==> config.mk <==
export PLATFORM = sky130hd
export DESIGN_NAME = uart_tx
export DESIGN_NICKNAME = d
export VERILOG_FILES = /design/src/rtl/uart_tx.sv
export SDC_FILE = /design/constraint.sdc
export NUM_CORES = 1
export LEC_CHECK = 0
export ABC_AREA = 1
export BUFFER_PORTS_ARGS = -buffer_cell sky130_fd_sc_hd__buf_4
export CORE_ASPECT_RATIO = 0.8
export CORE_MARGIN = 5
export CORE_UTILIZATION = 60
export DETAILED_ROUTE_END_ITERATION = 10
export GPL_TIMING_DRIVEN = 0
export PLACE_DENSITY = 0.81
export SYNTH_ARGS = -nofsm -noshare
export SYNTH_HDL_FRONTEND = slang
export SYNTH_SLANG_ARGS = --single-unit
==> constraint.sdc <==
create_clock -name clk -period 4.05 [get_ports clk]
set_input_delay 0.2025 -clock clk [delete_from_list [all_inputs] [get_ports clk]]
set_output_delay 0.2025 -clock clk [all_outputs]
set_load 0.02 [all_outputs]
==> src/rtl/uart_tx.sv <==
// 8N1/8N2 UART transmitter with a ready/valid style byte input and a
// line-idle indicator that asserts after IDLE_BITS quiet bit-times.
module uart_tx #(
    parameter int unsigned CLKS_PER_BIT = 4,
    parameter int unsigned STOP_BITS    = 1,
    parameter int unsigned IDLE_BITS    = 16
) (
    input  logic       clk,
    input  logic       rst,
    input  logic [7:0] tx_data,
    input  logic       tx_req,
    output logic       tx_cts,
    output logic       tx_idle,
    output logic       ser_tx
);

    localparam int unsigned CNT_W    = (CLKS_PER_BIT > 1) ? $clog2(CLKS_PER_BIT) : 1;
    localparam int unsigned IDLE_MAX = IDLE_BITS * CLKS_PER_BIT;
    localparam int unsigned IDLE_W   = $clog2(IDLE_MAX + 1);

    localparam logic [CNT_W-1:0]  CNT_LAST  = CNT_W'(CLKS_PER_BIT - 1);
    localparam logic [IDLE_W-1:0] IDLE_SAT  = IDLE_W'(IDLE_MAX);
    localparam logic              STOP_LAST = 1'(STOP_BITS - 1);

    typedef enum logic [1:0] {
        StIdle,
        StStart,
        StData,
        StStop
    } state_t;

    state_t              r_state;
    logic [CNT_W-1:0]    r_cnt;
    logic [2:0]          r_bit_idx;
    logic                r_stop_idx;
    logic [7:0]          r_shift;
    logic                r_ser;
    logic                r_busy;
    logic [IDLE_W-1:0]   r_idle_cnt;

    logic                w_accept;
    logic                w_bit_end;

    assign w_accept  = tx_req & ~r_busy;
    assign w_bit_end = (r_cnt == CNT_LAST);

    assign tx_cts  = ~r_busy;
    assign tx_idle = (r_idle_cnt == IDLE_SAT);
    assign ser_tx  = r_ser;

    always_ff @(posedge clk) begin
        if (rst) begin
            r_state    <= StIdle;
            r_cnt      <= '0;
            r_bit_idx  <= '0;
            r_stop_idx <= 1'b0;
            r_shift    <= '0;
            r_ser      <= 1'b1;
            r_busy     <= 1'b0;
            r_idle_cnt <= '0;
        end else begin
            // Idle time is counted only while the transmitter is free and not taking a byte.
            if (w_accept) begin
                r_idle_cnt <= '0;
            end else if (!r_busy && r_idle_cnt != IDLE_SAT) begin
                r_idle_cnt <= r_idle_cnt + IDLE_W'(1);
            end

            unique case (r_state)
                StIdle: begin
                    if (w_accept) begin
                        r_state <= StStart;
                        r_busy  <= 1'b1;
                        r_ser   <= 1'b0;
                        r_cnt   <= '0;
                        r_shift <= tx_data;
                    end
                end
                StStart: begin
                    if (w_bit_end) begin
                        r_state   <= StData;
                        r_cnt     <= '0;
                        r_bit_idx <= '0;
                        r_ser     <= r_shift[0];
                        r_shift   <= {1'b0, r_shift[7:1]};
                    end else begin
                        r_cnt <= r_cnt + CNT_W'(1);
                    end
                end
                StData: begin
                    if (w_bit_end) begin
                        r_cnt <= '0;
                        if (r_bit_idx == 3'd7) begin
                            r_state    <= StStop;
                            r_stop_idx <= 1'b0;
                            r_ser      <= 1'b1;
                        end else begin
                            r_bit_idx <= r_bit_idx + 3'd1;
                            r_ser     <= r_shift[0];
                            r_shift   <= {1'b0, r_shift[7:1]};
                        end
                    end else begin
                        r_cnt <= r_cnt + CNT_W'(1);
                    end
                end
                StStop: begin
                    if (w_bit_end) begin
                        r_cnt <= '0;
                        if (r_stop_idx == STOP_LAST) begin
                            r_state <= StIdle;
                            r_busy  <= 1'b0;
                        end else begin
                            r_stop_idx <= 1'b1;
                        end
                    end else begin
                        r_cnt <= r_cnt + CNT_W'(1);
                    end
                end
                default: begin
                    r_state <= StIdle;
                    r_busy  <= 1'b0;
                    r_ser   <= 1'b1;
                end
            endcase
        end
    end

endmodule
; Word level (Yosys, flattened, before mapping)
; Index checks and enable logic that the tools add are counted.
[op_classes]
eq_ne = 14
reduce_logical = 15
muxes = 33
order_cmp = 0
shifts = 0
add_sub_neg = 3
multipliers = 0
n_div = 0
n_bitwise = 2
[op_table]
columns = op, count
row1 = $mux W8, 4
row2 = $pmux W8 S3, 1
row3 = $mux W2, 8
row4 = $reduce_and A4 Y1, 4
row5 = $ne A2 B2 Y1 const B, 7
row6 = $mux W1, 11
row7 = $mux W3, 3
row8 = $pmux W2 S4, 1
row9 = $add A7 B1 Y7 const B, 1
row10 = $eq A7 B7 Y1 const B, 1
row11 = $ne A7 B7 Y1 const B, 1
row12 = $eq A2 B2 Y1 const B, 3
row13 = $pmux W3 S2, 1
row14 = $reduce_and A6 Y1, 1
row15 = $reduce_bool A2 Y1, 3
row16 = $reduce_and A5 Y1, 1
row17 = $pmux W1 S2, 2
row18 = $pmux W2 S2, 1
row19 = $add A3 B1 Y3 const B, 1
row20 = $eq A3 B3 Y1 const B, 1
row21 = $pmux W1 S3, 1
row22 = $reduce_bool A3 Y1, 1
row23 = $reduce_or A3 Y1, 1
row24 = $add A2 B1 Y2 const B, 1
row25 = other kinds (7), 7
[totals]
mem_bits_rw = 0
latchBits = 0
romBits = 0
elab_cells = 75
register_bits = 25
mem_count = 0
output_inout_bits = 3
inputBits = 11

; Longest topological paths before layout
[logic_depth]
word_depth = 4
mapped_depth = 9
ltp_nobuf = 9

; Worst setup path before layout
; Ideal clock, no wire load.
[synth_path]
path_kind = register to register
start = register r_state[0]
end = register r_state[1]
path_buffers = 1
period_less_slack_ns = 1.498
arrival_ns = 1.385
path_stages_with_launch = 10
slack_ns = 2.552
required_time_ns = 3.937
setup_time_ns = 0.113
path_cell_list = dfxtp_1 inv_1 ha_1 buf_6 o21ai_4 nand2_2 nor2_2 nand2_1 nand2_1 nor2_1
[synth_via]
elab_chain_len = 3
word_cells_on_any_way = 12
classes_between = 9 x eq/ne / 1 x mux / 2 x reduce/logical
[synth_rtl]
columns = item, line
row1 = from (decl), 32  ; state_t r_state;
row2 = from (signal assigned), 53  ; r_state <= StIdle;
row3 = from (signal assigned), 72  ; r_state <= StStart;
row4 = from (signal assigned), 81  ; r_state <= StData;
row5 = $eq A2 B2 Y1 (tied with other cells), 69  ; unique case (r_state)
row6 = $ne A2 B2 Y1 (no line), -
row7 = $reduce_and A6 Y1 (no line), -
; Parallel ways exist; a longest one is shown, timed or not.
; A chain may end at the register's enable or synchronous reset.

; Worst setup path after layout
[layout_path]
start = register r_state[0]
end = register r_shift[6]
[layout_via]
elab_chain_len = 3
word_cells_on_any_way = 10
classes_between = 6 x eq/ne / 1 x mux / 3 x reduce/logical
[layout_rtl]
columns = item, line
row1 = $eq A2 B2 Y1 (tied with other cells), 69
row2 = $ne A2 B2 Y1 (no line) / $reduce_bool A3 Y1 (equally long branches), -
row3 = $reduce_and A5 Y1 (no line), -
row4 = to (signal assigned), 76  ; r_shift <= tx_data;
row5 = to (signal assigned), 85  ; r_shift <= {1'b0, r_shift[7:1]};
row6 = to (signal assigned), 100  ; r_shift <= {1'b0, r_shift[7:1]};
row7 = to (decl), 36  ; logic [7:0] r_shift;
; Parallel ways exist; a longest one is shown, timed or not.

==> impl_metrics.ini <==
[clock_tree]
clock_tree_from_tritoncts = built
cts-root-to-sink-buffers = 2
clkTransAtPathRegs_ns = 0.13
post-cts-setup-buffer-count = 0
cts_hold_buffers = 0
cts_sinks = 24
cts_htree_levels = 1
post_cts_sizing = 0
insertion_delay_ns = 0.32
tritoncts.num_buffers = 3
clockRootBuffer = clkbuf_4

[setup_path]
critPathKind = flip-flop to flip-flop
critical_path_cell_by_cell = inv_1, ha_1, buf_4, clkinv_1, o21ai_0, nand4_1, a21oi_1
startpoint_type = flip-flop
cp_max_fo = 10
crit_path_end_kind = flip-flop
crit_path_max_delay_cell_type = dfxtp_1
worst_path_largest_cell_delay_ns = 0.43
critical_path.top_delay_family = buffers and inverters
data_arrival_critical_path_ns = 2.06
critical_path.n_buffers_inverters = 3
cp_data_required_time_ns = 4.31

[synth]
synth_cell_type_count = 25
yosysWarnings = 0
synthDominantAreaCellType = dfxtp_1
ys_ff_latch = 24
syn-num-nets = 222
synth_xor_area_share_pct = 1.86
post_synth_instance_area_mm2 = 0.00141
postSynthAreaPerCell_um2 = 7.13
yosys.area.top_type_share_pct = 34.0
adder_cell_share_of_the_synthesized_area_pct = 11.5
main_area_contributors_after_synthesis = dfxtp_1, nand2_1, ha_1, a21oi_1, inv_1
synthesis.instances = 198
post_synth_mux_area_share_pct = 0
compound_gate_portion_of_the_synthesized_area_pct = 12.6
post_synth_and_or_nand_nor_area_fraction_pct = 32.0
synth-seq-area-share_pct = 34.0
synth_top_family_by_area = simple AND/OR/NAND/NOR gates

[global_route]
overflow_after_grt = 0
vias_in_the_first_global_route = 1198
antenna_violations_before_repair = 0
grt_first_pass_wirelength_mm = 5.13
grt_start_max_net_pins = 14
grt.total_usage_pct = 18.8

[floorplan]
rows = 15
number_of_ports_placed_on_the_die_boundary = 14
core-area_mm2 = 0.00220
die_area_mm2 = 0.00343
initial_core_util_pct = 64.3
dieWidth_um = 64.3
die_y_um = 53.4

[route]
route.detailed.vias_per_inst = 5.43
drc = 0
route.antenna.remaining_nets = 0
num_vias = 1303
postRouteWirelength_mm = 2.96
drt-initial-drc-count = 79
wire_per_inst_um = 12.3
drt_pre_antenna_iters = 4

[finish]
antenna_cells = 0
drive_gt1_share_pct = 14.4
final_common_cell = nand2_1
number_of_fill_cells = 181
layout.cells.most_common_list = nand2_1, dfxtp_1, a21oi_1, inv_1, nor2_1
area.growth.synth_to_final_pct = 11.7
layout.nets = 240

[pwr]
cellPowerDensity_mw_per_mm2 = 620
vdd_ir_drop_max_uv = 481
total_leakage_power_nw = 0.735
total_power_uw = 978

[flow_run]
cap_viol_max_count = 0

[sta]
finalClockSkew_ns = 0.00673
finalSetupViolations = 0
clock.fmax_ghz = 0.558
slew-limit-headroom_pct = 69.0
grt_setup_unrepaired = false
period_needed_ns = 1.79
finalHoldViolCount = 0
slew_violations = 0
final.period_utilization_pct = 44.3
tightest_slew_ns = 0.464
fin_tns_setup_ns = 0

[min_path]
worst_hold_path_type = primary input to flip-flop

[placement]
dp_hpwl_mm = 2.21
place.gp.congestion = 0.874
port-buffer-count = 13

[outcome]
status = complete, no violations
cell usage after synthesis:
library cell / count
clkbuf_1: 1
nor2_1: 18
ha_1: 13
nand2_1: 56
buf_2: 1
nand2_2: 4
a21oi_4: 1
o21ai_0: 6
buf_4: 2
a211oi_1: 1
o21ai_4: 1
o21bai_1: 1
nand3_1: 13
buf_6: 1
xor2_1: 2
nand3_2: 1
nor2_2: 1
clkinv_1: 1
nand3_4: 1
dfxtp_1: 24
inv_2: 1
a21oi_1: 20
xnor2_1: 1
inv_1: 19
nand4_1: 8
where the power goes:
part / switching, mW / internal [mW]
combinational: 0.322 / 0.179
sequential: 0.0451 / 0.304
clock: 0.0725 / 0.0550
sequential cells by signal (all words and copies together), names as in the netlist:
name	count
r_cnt	2
r_bit_idx	3
r_state	2
r_idle_cnt	7
r_shift	8
ser_tx	1
r_busy	1
metal layers:
layer | routed length, um | share of wire, % | vias to the layer above | GRT usage (%)
met5 | 0 | 0 | - | 0
met4 | 17 | 0.57 | 0 | 3.39
met3 | 173 | 5.9 | 4 | 4.67
met2 | 1350 | 46 | 38 | 31.6
met1 | 1410 | 48 | 587 | 24.6
li1 | - | - | 674 | -
worst register-to-register path, cell delays in order, from the launching register on:
cell and delay (ns):
dfxtp_1 0.43, inv_1 0.13, ha_1 0.30, buf_4 0.15, clkinv_1 0.25, o21ai_0 0.25
nand4_1 0.10, a21oi_1 0.13
stage by stage:
| step | instances | cell area [um2] | hold slack [ns] | utilization [%] | setup WS, ns |
|---|---|---|---|---|---|
| finish | 240 | 1580 | 0.105 | 71.9 | 2.26 |
| global route | 240 | 1580 | 0.129 | 71.9 | 2.04 |
| global placement | 236 | 1540 | 0.438 | 70.2 | 2.34 |
| CTS | 240 | 1580 | 0.110 | 71.9 | 2.25 |
| floorplan | 198 | 1410 | 0.347 | - | 2.55 |
| detailed placement | 236 | 1540 | 0.446 | 70.2 | 2.30 |
cell type report:
type,instances,area (um2),share of cell area [%]
Tap cell,25,31.3,1.98
Timing Repair Buffer,13,97.6,6.19
Buffer,5,35.0,2.22
Clock buffer,4,36.3,2.30
Multi-Input combinational cell,148,818,51.9
Sequential cell,24,480,30.5
Inverter,21,78.8,5.00
path summary, 6_finish.rpt:
| check | startpoint | to | slack (ns) | cells past startpoint |
|---|---|---|---|---|
| setup / recovery | r_state[0] | r_shift[6] | 2.26 | 7 |
| hold / removal | tx_data[7] | r_shift[7] | 0.10 | 3 |
| setup reg to reg | r_state[0] | r_shift[6] | 2.26 | 7 |
| hold reg to reg | r_shift[6] | r_shift[6] | 0.48 | 2 |
logic make-up (layout without fill, tap and decap cells):
logic type | count (synthesis) | after routing
adders and majority gates | 13 | 13
AOI/OAI and AO/OA | 30 | 30
buffers and inverters | 26 | 43
xor gates and xnor gates | 3 | 3
DFF | 24 | 24
and+or+nand+nor | 102 | 102
Note: power is estimated with default switching activity, not from simulation.
